**config.mk**
```make
export PLATFORM = sky130hd
export DESIGN_NAME = cdb_arbiter
export DESIGN_NICKNAME = d
export VERILOG_FILES = /design/src/rtl/cdb_arbiter.sv
export SDC_FILE = /design/constraint.sdc
export NUM_CORES = 1
export LEC_CHECK = 0
export CAP_MARGIN = 20
export CORE_ASPECT_RATIO = 0.6
export CORE_MARGIN = 1
export CORE_UTILIZATION = 40
export CTS_CLUSTER_DIAMETER = 100
export CTS_CLUSTER_SIZE = 16
export DETAILED_ROUTE_END_ITERATION = 16
export GPL_ROUTABILITY_DRIVEN = 0
export PLACE_DENSITY_LB_ADDON = 0.25
export RECOVER_POWER = 100
export REMOVE_ABC_BUFFERS = 1
export SKIP_CTS_REPAIR_TIMING = 1
export SYNTH_ARGS = -nofsm -noshare
export SYNTH_HDL_FRONTEND = slang
export SYNTH_SLANG_ARGS = --single-unit
```
**constraint.sdc**
```tcl
create_clock -name clk -period 7.3 [get_ports clk]
set_input_delay 0.73 -clock clk [delete_from_list [all_inputs] [get_ports clk]]
set_output_delay 0.73 -clock clk [all_outputs]
set_load 0.01 [all_outputs]
```
**src/rtl/cdb_arbiter.sv**
```systemverilog
// Common Data Bus arbiter: two-level (urgent, normal) round-robin selection among
// execution units with a registered one-cycle CDB broadcast per winner.
module cdb_arbiter #(
  parameter int N_REQ  = 4,
  parameter int TAG_W  = 6,
  parameter int DATA_W = 32,
  localparam int SRC_W = (N_REQ > 1) ? $clog2(N_REQ) : 1
) (
  input  logic                    clk,
  input  logic                    rst,
  input  logic [N_REQ-1:0]        req_valid,
  input  logic [N_REQ-1:0]        req_urgent,
  input  logic [N_REQ*TAG_W-1:0]  req_tag,
  input  logic [N_REQ*DATA_W-1:0] req_data,
  output logic [N_REQ-1:0]        req_grant,
  input  logic                    flush,
  output logic                    cdb_data_valid,
  output logic [TAG_W-1:0]        cdb_tag,
  output logic [DATA_W-1:0]       cdb_data,
  output logic [SRC_W-1:0]        cdb_src
);

  localparam logic [SRC_W:0]   NREQ_EXT = (SRC_W + 1)'(N_REQ);
  localparam logic [SRC_W-1:0] LAST_IDX = SRC_W'(N_REQ - 1);

  logic [SRC_W-1:0] rr_ptr;
  logic [N_REQ-1:0] urgent_set;
  logic [N_REQ-1:0] compete;
  logic [SRC_W-1:0] win;
  logic             found;
  logic [SRC_W:0]   sum;
  logic [SRC_W-1:0] idx;
  logic             xfer;

  assign urgent_set = req_valid & req_urgent;
  assign compete    = (|urgent_set) ? urgent_set : req_valid;

  // Scan from rr_ptr upward with explicit wrap so non-power-of-two N_REQ works.
  always_comb begin
    win   = '0;
    found = 1'b0;
    sum   = '0;
    idx   = '0;
    for (int unsigned k = 0; k < N_REQ; k++) begin
      sum = {1'b0, rr_ptr} + (SRC_W + 1)'(k);
      if (sum >= NREQ_EXT) begin
        sum = sum - NREQ_EXT;
      end
      idx = sum[SRC_W-1:0];
      if (!found && compete[idx]) begin
        found = 1'b1;
        win   = idx;
      end
    end
  end

  always_comb begin
    req_grant = '0;
    if (found && !flush && !rst) begin
      req_grant[win] = 1'b1;
    end
  end

  assign xfer = |req_grant;

  always_ff @(posedge clk) begin
    if (rst) begin
      rr_ptr         <= '0;
      cdb_data_valid <= 1'b0;
      cdb_tag        <= '0;
      cdb_data       <= '0;
      cdb_src        <= '0;
    end else if (xfer) begin
      rr_ptr         <= (win == LAST_IDX) ? '0 : win + 1'b1;
      cdb_data_valid <= 1'b1;
      cdb_tag        <= req_tag[win*TAG_W +: TAG_W];
      cdb_data       <= req_data[win*DATA_W +: DATA_W];
      cdb_src        <= win;
    end else begin
      cdb_data_valid <= 1'b0;
    end
  end

endmodule

```
# After elaboration in Yosys (flattened, before gate mapping)
# Index checks and enable logic that the tools add are counted.
# classes
n_mul	1
bitwise	1
n_eq_ne	1
reduce_logical	13
addsub	8
shifts	2
magnitude_cmp	10
muxes	26
# ops
operator	count
128-bit by 8-bit indexed part select with 32-bit output	1
24-bit by 6-bit indexed part select with 6-bit output	1
2-bit two-way mux	9
2-bit by 3-bit less-than comparator with 1-bit output, second input constant	5
1-bit two-way mux	10
3-bit greater-or-equal comparator, second input constant	3
1-bit binary-select mux with 2-bit select	4
4-bit two-way mux	2
4-bit OR reduction	2
2-bit by 1-bit subtractor with 2-bit output, second input constant	4
2-bit by 2-bit adder with 3-bit output, second input constant	2
1-bit logical AND	6
1-bit zero test	5
4-bit bitwise AND	1
2-bit by 2-bit multiplier with 4-bit output, second input constant	1
2-bit by 1-bit adder with 3-bit output, second input constant	1
2-bit by 3-bit greater-or-equal comparator with 1-bit output, second input constant	1
2-bit by 1-bit adder with 2-bit output, second input constant	1
1-bit demux with 2-bit select	1
2-bit == test, second input constant	1
2-bit by 1-bit greater-or-equal comparator with 1-bit output, second input constant	1
# word_totals
wordCells	67
input_bits	163
reg_bits	43
out_inout_bits	45

# Depth between registers and ports, before layout
# Gate-level depths: netlist (run 1).
# depth
ltp_word	22
ltp_mapped	14
ltp_nobuf	10

# Least setup slack after synthesis (run 1)
# No wires, ideal clock.
# synth_path
path_kind	input to register
startpoint	in req_valid[1]
endpoint	reg cdb_src[0]
setup_ns	0.079
stages	14
arrival_ns	3.105
path_slack_ns	4.116
path_buffers	4
required_time_ns	7.221
cell_sequence	a222oi_1 > o221a_2 > o22ai_2 > buf_2 > buf_2 > nand2_1 > inv_1 > ha_1 > nor2_1 > nand3_1 > and2_1 > buf_6 > buf_12 > a211oi_2
# synth_between
elab_chain_cells	21
word_cells_on_any_way	34
cone_classes	order compare (2); mux (20); bitwise (1); reduce/logical (11)
# synth_rtl
item	line_no	source
start, declared	11	input logic [N_REQ-1:0] req_valid,
4-bit bitwise AND	35	assign urgent_set = req_valid & req_urgent;
4-bit OR reduction	36	assign compete = (|urgent_set) ? urgent_set : req_valid;
4-bit two-way mux (*)	36	
1-bit binary-select mux with 2-bit select	50	if (!found && compete[idx]) begin
1-bit two-way mux (implied by the code)	50	
1-bit two-way mux	50	
1-bit zero test	50	
1-bit logical AND	50	
[... 5 more ...]	-	
1-bit logical AND	50	
2-bit two-way mux	50	
2-bit by 3-bit less-than comparator with 1-bit output (implied by the code) or 2-bit by 1-bit greater-or-equal comparator with 1-bit output (tied branches)	60	req_grant[win] = 1'b1;
1-bit logical AND (implied by the code)	60	
1-bit two-way mux (implied by the code)	60	
1-bit demux with 2-bit select	60	
4-bit two-way mux	59	if (found && !flush && !rst) begin
4-bit OR reduction	64	assign xfer = |req_grant;
end signal, assigned	78	cdb_src <= win;
end, declared	20	output logic [SRC_W-1:0] cdb_src
# Mark *: on every way between the ends. The rest lies on a longest branch, timed or not. The select of a mux whose other input is x is not followed.
# A chain may end at the register's enable or synchronous reset.

# Worst setup path after layout (run 1)
# layout_path
startpoint	in req_valid[1]
endpoint	reg cdb_data[17]
# layout_between
elab_chain_cells	21
word_cells_on_any_way	35
cone_classes	order compare (2); shift (1); mux (20); bitwise (1); reduce/logical (11)
# layout_rtl
item	line_no	source
4-bit bitwise AND	35	
4-bit OR reduction	36	
4-bit two-way mux (*)	36	
1-bit binary-select mux with 2-bit select	50	
1-bit two-way mux (implied by the code)	50	
1-bit two-way mux	50	
1-bit zero test	50	
1-bit logical AND	50	
[... 5 more ...]	-	
1-bit logical AND	50	
2-bit two-way mux	50	
2-bit by 3-bit less-than comparator with 1-bit output (implied by the code) or 2-bit by 1-bit greater-or-equal comparator with 1-bit output (tied branches)	60	
1-bit logical AND (implied by the code)	60	
1-bit two-way mux (implied by the code)	60	
1-bit demux with 2-bit select	60	
4-bit two-way mux	59	
4-bit OR reduction	64	
end signal, assigned	77	cdb_data <= req_data[win*DATA_W +: DATA_W];
end, declared	19	output logic [DATA_W-1:0] cdb_data,
# Marked as above.

==> flow_metrics.tcl, run 1 <==
set metrics [dict create \
    numCtsBuffers 5 \
    cts_tree "yes" \
    first_pass_iters 4 \
    layout-drive-gt1-share 0.04288 \
    synth_area_leader_cell "dfxtp_1" \
    htreeDepth 2 \
    r2r_slack_ns 2.80 \
    cts_root_buf "clkbuf_16" \
    leakagePower_nw 1.983 \
    outcome "complete, no violations" \
    final.fill_count 634 \
    powerDensity_nw_per_um2 171.9 \
    via_count 4259 \
    multiInputGateArea_um2 2298 \
    crit_arrival_ns 5.65 \
    wl_mm 12.93 \
    worst_pin_slew_ns 1.195 \
    place_hpwl_mm 8.735 \
    setup_viol 0 \
    async_reset_ff_frac 0 \
    cp-start-kind "primary input" \
    clock-sinks 43 \
    areaGrowthSynthToFinish_pct 62.05 \
    synth.avg_cell_area_um2 8.298 \
    seq_area_um2 860.8 \
    clkTransAtPathRegs_ns 0.06 \
    grt_pass1_vias 4003 \
    synth_area_leaders "dfxtp_1, a32o_1, mux2i_1" \
    slowest_stage "and2_0" \
    ys_seq_elements 43 \
    boundaryPins 208 \
    layout_min_cycle_time_ns 5.451 \
    postRouteAntennaNets 0 \
    path_common_cell "buf_4" \
    worstReg2RegEnd "cdb_data[17]$_SDFFE_PP0P_" \
    dieWidth_um 121.9 \
    drc 0 \
    antenna_cells 0 \
    grt-ovfl-total 0 \
    core_um2 8102 \
    fin_setup_tns_ns 0 \
    r2r_cells 12 \
    grt_pass1_wl_mm 19.65 \
    syn_inst 416 \
    finalNetCount 748 \
    grt_max_degree 78 \
    timing.rr.start "rr_ptr[0]$_SDFFE_PP0P_" \
    track_usage 0.2721 \
    min_path_type "register to register" \
    synth_top_area_frac 0.2494 \
    crit_start "req_valid[1]" \
    start_util 0.4261 \
    rows 25 \
    crit_chain "dlygate4sd3_1 -> a222oi_1 -> o221a_2 -> o22ai_4 -> buf_4 -> nand2_1 -> inv_1 -> ha_1 -> nor2_1 -> nand3_1 -> and2_0 -> buf_4 -> mux2i_1" \
    antenna_found_initial 0 \
    finalCritPeriodShare 0.7468 \
    drv_cap 0 \
    path_class "primary input to register" \
    vias_per_cell 6.164 \
    fmax_mhz 183.4 \
    dieArea_um2 9018 \
    ys_types 38 \
    seq_area_frac_synth 0.2494 \
    synth_area_um2 3452 \
    rsz0062_at_grt "no" \
    crit_path_max_incr_delay_ns 0.96 \
    required_ns 7.50 \
    wl_per_cell_um 18.70 \
    synth_edf_count 0 \
    clock_latency_ns 0.28 \
    stdcell_count 691 \
    finalClockSkew_ns 0.007438 \
    synth_flop_cell "dfxtp_1" \
    drv_slew 0 \
    worstSetupEndpointType "register" \
    drtIter0Drc 287 \
    report.final.hold_viol_count 0 \
    relSlewSlack 0.2027 \
    endpoint "cdb_data[17]$_SDFFE_PP0P_" \
    dp_cells 683 \
    io_buffers 207 \
    cp_max_fo 48 \
    yosys_warnings 0 \
    clockBufferDepth 2 \
    die_y_um 73.96 \
    ir_worst_vdd_v 0.00009927 \
]
## registers in the layout, summed over array words and instances (netlist names)
name / count
cdb_src: 2
cdb_data_valid: 1
cdb_tag: 6
cdb_data: 32
rr_ptr: 2
## cell usage after synthesis (2+ instances only)
library cell,count
a211oi_1,2
a21oi_1,4
a222oi_1,3
a32o_1,38
a32oi_1,38
and2_1,5
buf_12,4
buf_2,9
buf_4,3
buf_6,2
clkbuf_1,35
dfxtp_1,43
ha_1,2
inv_1,5
mux2i_1,38
nand2_1,4
nand2b_1,39
nand3_1,40
nor2_1,3
o21ai_0,70
o21ai_1,11
o221a_2,2
## area by class of cell
type	count	share of cell area
well taps	108	0.02416
multi-input cells	314	0.4109
flip-flops and latches	43	0.1539
clock buffers	6	0.02483
repair buffers	214	0.3820
clock inverters	1	0.0008947
inverters	5	0.003355
## worst max-delay path: cells and delay by family
family / cells / cell delay [ns]
AND/OR/NAND/NOR: 4 / 1.37
multiplexers: 1 / 0.25
AO/OA/AOI/OAI: 3 / 1.14
adder cells (fa/ha/maj): 1 / 0.16
buffers and inverters: 4 / 1.95
## layer usage
metal	global-route usage	vias to the layer above	part of all wire
li1	-	1972	-
met1	0.3364	2016	0.41
met2	0.4652	253	0.46
met3	0.08589	18	0.11
met4	0.06584	0	0.012
met5	0	-	0
## cells by family (layout without fill, tap and decap cells)
family / after synthesis / count (layout) / share of synthesized area
AND/OR/NAND/NOR: 92 / 92 / 0.1479
adder cells (fa/ha/maj): 2 / 2 / 0.007248
AO/OA/AOI/OAI: 182 / 182 / 0.3915
buffers and inverters: 59 / 226 / 0.09387
multiplexers: 38 / 38 / 0.1102
flip-flops: 43 / 43 / 0.2494
## report_power, final
group / switching [mW] / internal [mW]
Sequential: 0.0180 / 0.269
Clock: 0.0852 / 0.133
Combinational: 0.225 / 0.231
## how the worst min path moves through the flow
stage               slack [ns]                   endpoint                 startpoint  depth (start not counted)
global placement          0.46   cdb_data[7]$_SDFFE_PP0P_   cdb_data[7]$_SDFFE_PP0P_                          2
global route              0.49  cdb_data[30]$_SDFFE_PP0P_  cdb_data[30]$_SDFFE_PP0P_                          2
finish                    0.47   cdb_data[4]$_SDFFE_PP0P_   cdb_data[4]$_SDFFE_PP0P_                          2
CTS                       0.47   cdb_data[4]$_SDFFE_PP0P_   cdb_data[4]$_SDFFE_PP0P_                          2
detailed placement        0.46  cdb_data[16]$_SDFFE_PP0P_  cdb_data[16]$_SDFFE_PP0P_                          2
floorplan                 0.49     rr_ptr[0]$_SDFFE_PP0P_     rr_ptr[0]$_SDFFE_PP0P_                          2
## cell usage in the layout, fill, tap and decap left out, drive strengths merged, types with 3 or more instances in the layout
master           n
a21oi            4
buf              7
a32oi           38
nand2            4
and2             6
clkbuf           6
nor2             3
a32o            38
o21ai           81
clkdlybuf4s50  161
dfxtp           43
a222oi           3
nand2b          39
dlygate4sd3     46
a211oi           3
inv              5
mux2i           38
nand3           40
## metrics by stage
step / worst slack, ns / util / power, mW / hold WS, ns / instance area [µm²]
floorplan: 1.625 / - / 0.5188 / 0.4882 / 3147
global placement: 2.527 / 0.6710 / 0.7424 / 0.4574 / 5436
detailed placement: 2.258 / 0.6710 / 0.7527 / 0.4632 / 5436
CTS: 2.430 / 0.6888 / 0.9729 / 0.4739 / 5580
global route: 1.512 / 0.6905 / 1.014 / 0.4851 / 5594
finish: 1.849 / 0.6905 / 0.9617 / 0.4678 / 5594
(Power assumes the default switching activity.)
==> run 2, diff against run 1 <==
--- a/config.mk
+++ b/config.mk
@@ -8,7 +8,7 @@
 export CAP_MARGIN = 20
 export CORE_ASPECT_RATIO = 0.6
 export CORE_MARGIN = 1
-export CORE_UTILIZATION = 40
+export CORE_UTILIZATION = 35
 export CTS_CLUSTER_DIAMETER = 100
 export CTS_CLUSTER_SIZE = 16
 export DETAILED_ROUTE_END_ITERATION = 16
==> constraint.sdc (replaced) <==
create_clock -name clk -period 5 [get_ports clk]
set_input_delay 0.5 -clock clk [delete_from_list [all_inputs] [get_ports clk]]
set_output_delay 0.5 -clock clk [all_outputs]
set_load 0.01 [all_outputs]
==> run 2 against run 1 <==
Effect of this change:
- worst hold slack got worse by 0.0015 ns
- critical path depth decreased by 5
- first-iteration DRC count decreased by 12%
- combinational power increased by 48%
- design area increased by 0.81%
- setup slack got worse by 1.2 ns
- non-clock buffer count increased by 1
- final cell count increased by 3.5%
- sequential share of layout area decreased by 0.12 points
- routed wire length increased by 1.3%
- clock skew decreased by 0.0032 ns
- clock-buffer cell count increased by 2
- critical path type is now primary input to primary output
==> flow_metrics.tcl, run 2 (synthesized netlist as in run 1, its figures left out) <==
set metrics [dict create \
    clkTransAtPathRegs_ns 0.06 \
    timing.rr.start "rr_ptr[1]$_SDFFE_PP0P_" \
    finalCritPeriodShare 0.8708 \
    worstReg2RegEnd "rr_ptr[0]$_SDFFE_PP0P_" \
    leakagePower_nw 1.988 \
    report.final.hold_viol_count 0 \
    drv_cap 0 \
    dieArea_um2 10280 \
    numCtsBuffers 5 \
    cp-start-kind "primary input" \
    wl_per_cell_um 18.31 \
    areaGrowthSynthToFinish_pct 63.36 \
    final_area_um2 5639 \
    layout-drive-gt1-share 0.03932 \
    outcome "complete, no violations" \
    cp_max_fo 77 \
    r2r_slack_ns 1.47 \
    grt-ovfl-total 0 \
    boundaryPins 208 \
    vias_per_cell 5.867 \
    fin_setup_tns_ns 0 \
    r2r_cells 11 \
    layout_min_cycle_time_ns 4.354 \
    powerDensity_nw_per_um2 253.4 \
    finalClockSkew_ns 0.004236 \
    largest_reg_flops 32 \
    largest_registers "cdb_data (32), cdb_tag (6)" \
    stdcell_count 715 \
    clockBufferDepth 2 \
    required_ns 4.50 \
    dp_cells 705 \
    placed_cell_area_um2 5464 \
    setup_viol 0 \
    die_y_um 78.93 \
    whs_path_depth 2 \
    via_count 4195 \
    place_hpwl_mm 8.923 \
    crit_start "req_valid[0]" \
    crit_arrival_ns 3.85 \
    io_buffers 207 \
    relSlewSlack 0.2812 \
    dp_slack_ns 0.3433 \
    grt_max_degree 78 \
    drc 0 \
    clock-sinks 43 \
    fmax_mhz 229.7 \
    antenna_cells 0 \
    first_pass_iters 5 \
    clock_latency_ns 0.27 \
    whs_ns 0.4664 \
    grt_pass1_vias 3931 \
    setup_ws_ns 0.6461 \
    rsz0062_at_grt "no" \
    regMostFlops "cdb_data" \
    path_class "primary input to primary output" \
    endpoint "req_grant[1]" \
    core_um2 9358 \
    wl_mm 13.09 \
    dieWidth_um 130.2 \
    drtIter0Drc 253 \
    ir_worst_vdd_v 0.0001464 \
    cts_tree "yes" \
    worstSetupEndpointType "primary output" \
    rows 27 \
    drv_slew 0 \
    antenna_found_initial 0 \
    start_util 0.3689 \
    htreeDepth 2 \
    worst_pin_slew_ns 1.071 \
    track_usage 0.2465 \
    finalNetCount 749 \
    postRouteAntennaNets 0 \
    mostFrequentLayoutCell "clkdlybuf4s50_1" \
    cts_root_buf "clkbuf_16" \
    layout_common_cells "clkdlybuf4s50_1, o21ai_0, dfxtp_1, dlygate4sd3_1, nand3_1" \
    min_path_type "register to register" \
    grt_pass1_wl_mm 20.07 \
]
[run 2: changes by cell type in the layout (fill, tap and decap cells not counted), sizes merged]
| cell | change |
|---|---|
| clkbuf | +2 |
| clkinv | -1 |
| clkdlybuf4s50 | +3 |
| buf | +1 |
| dlygate4sd3 | -3 |
[run 2: area by class of cell]
type / instances / area, µm²
Sequential cell: 43 / 860.8
Inverter: 5 / 18.77
Multi-Input combinational cell: 314 / 2276
Tap cell: 130 / 162.7
Fill cell: 813 / 3719
Timing Repair Buffer: 215 / 2165
Clock buffer: 8 / 156.4
[run 2: routing by layer]
layer	part of all wire	track usage
met4	0.0066	0.04767
met2	0.46	0.4165
met5	0	0
met1	0.42	0.3065
met3	0.11	0.07951
[run 2: power breakdown]
group | switching [mW] | total, mW | internal [mW] | leakage [nW]
clock network | 0.123 | 0.336 | 0.213 | 0.0772
logic | 0.331 | 0.674 | 0.343 | 1.56
registers | 0.0260 | 0.419 | 0.393 | 0.354
total | 0.481 | 1.43 | 0.948 | 1.99
[run 2: stage by stage]
step             util  total power, mW
3_5_place_dp   0.5839            1.105
4_1_cts        0.6006            1.446
2_1_floorplan       -           0.7575
6_report       0.6026            1.429
3_3_place_gp   0.5839            1.090
5_1_grt        0.6026            1.510
[run 2: worst min path at each step]
| stage | from | to |
|---|---|---|
| 5_1_grt | cdb_tag[4]$_SDFFE_PP0P_ | cdb_tag[4]$_SDFFE_PP0P_ |
| 4_1_cts | cdb_data[11]$_SDFFE_PP0P_ | cdb_data[11]$_SDFFE_PP0P_ |
| 6_report | cdb_data[11]$_SDFFE_PP0P_ | cdb_data[11]$_SDFFE_PP0P_ |
| 3_3_place_gp | cdb_data[14]$_SDFFE_PP0P_ | cdb_data[14]$_SDFFE_PP0P_ |
| 2_1_floorplan | rr_ptr[0]$_SDFFE_PP0P_ | rr_ptr[0]$_SDFFE_PP0P_ |
| 3_5_place_dp | cdb_data[11]$_SDFFE_PP0P_ | cdb_data[11]$_SDFFE_PP0P_ |
[run 2: critical path, stage by stage]
cell and delay [ns]:
dlygate4sd3_1 0.66, a22oi_1 0.26, o21ai_0 0.19, and2_4 0.40, a311oi_1 0.96, nand2_1 0.16
nor2_1 0.14, clkdlybuf4s50_1 0.55
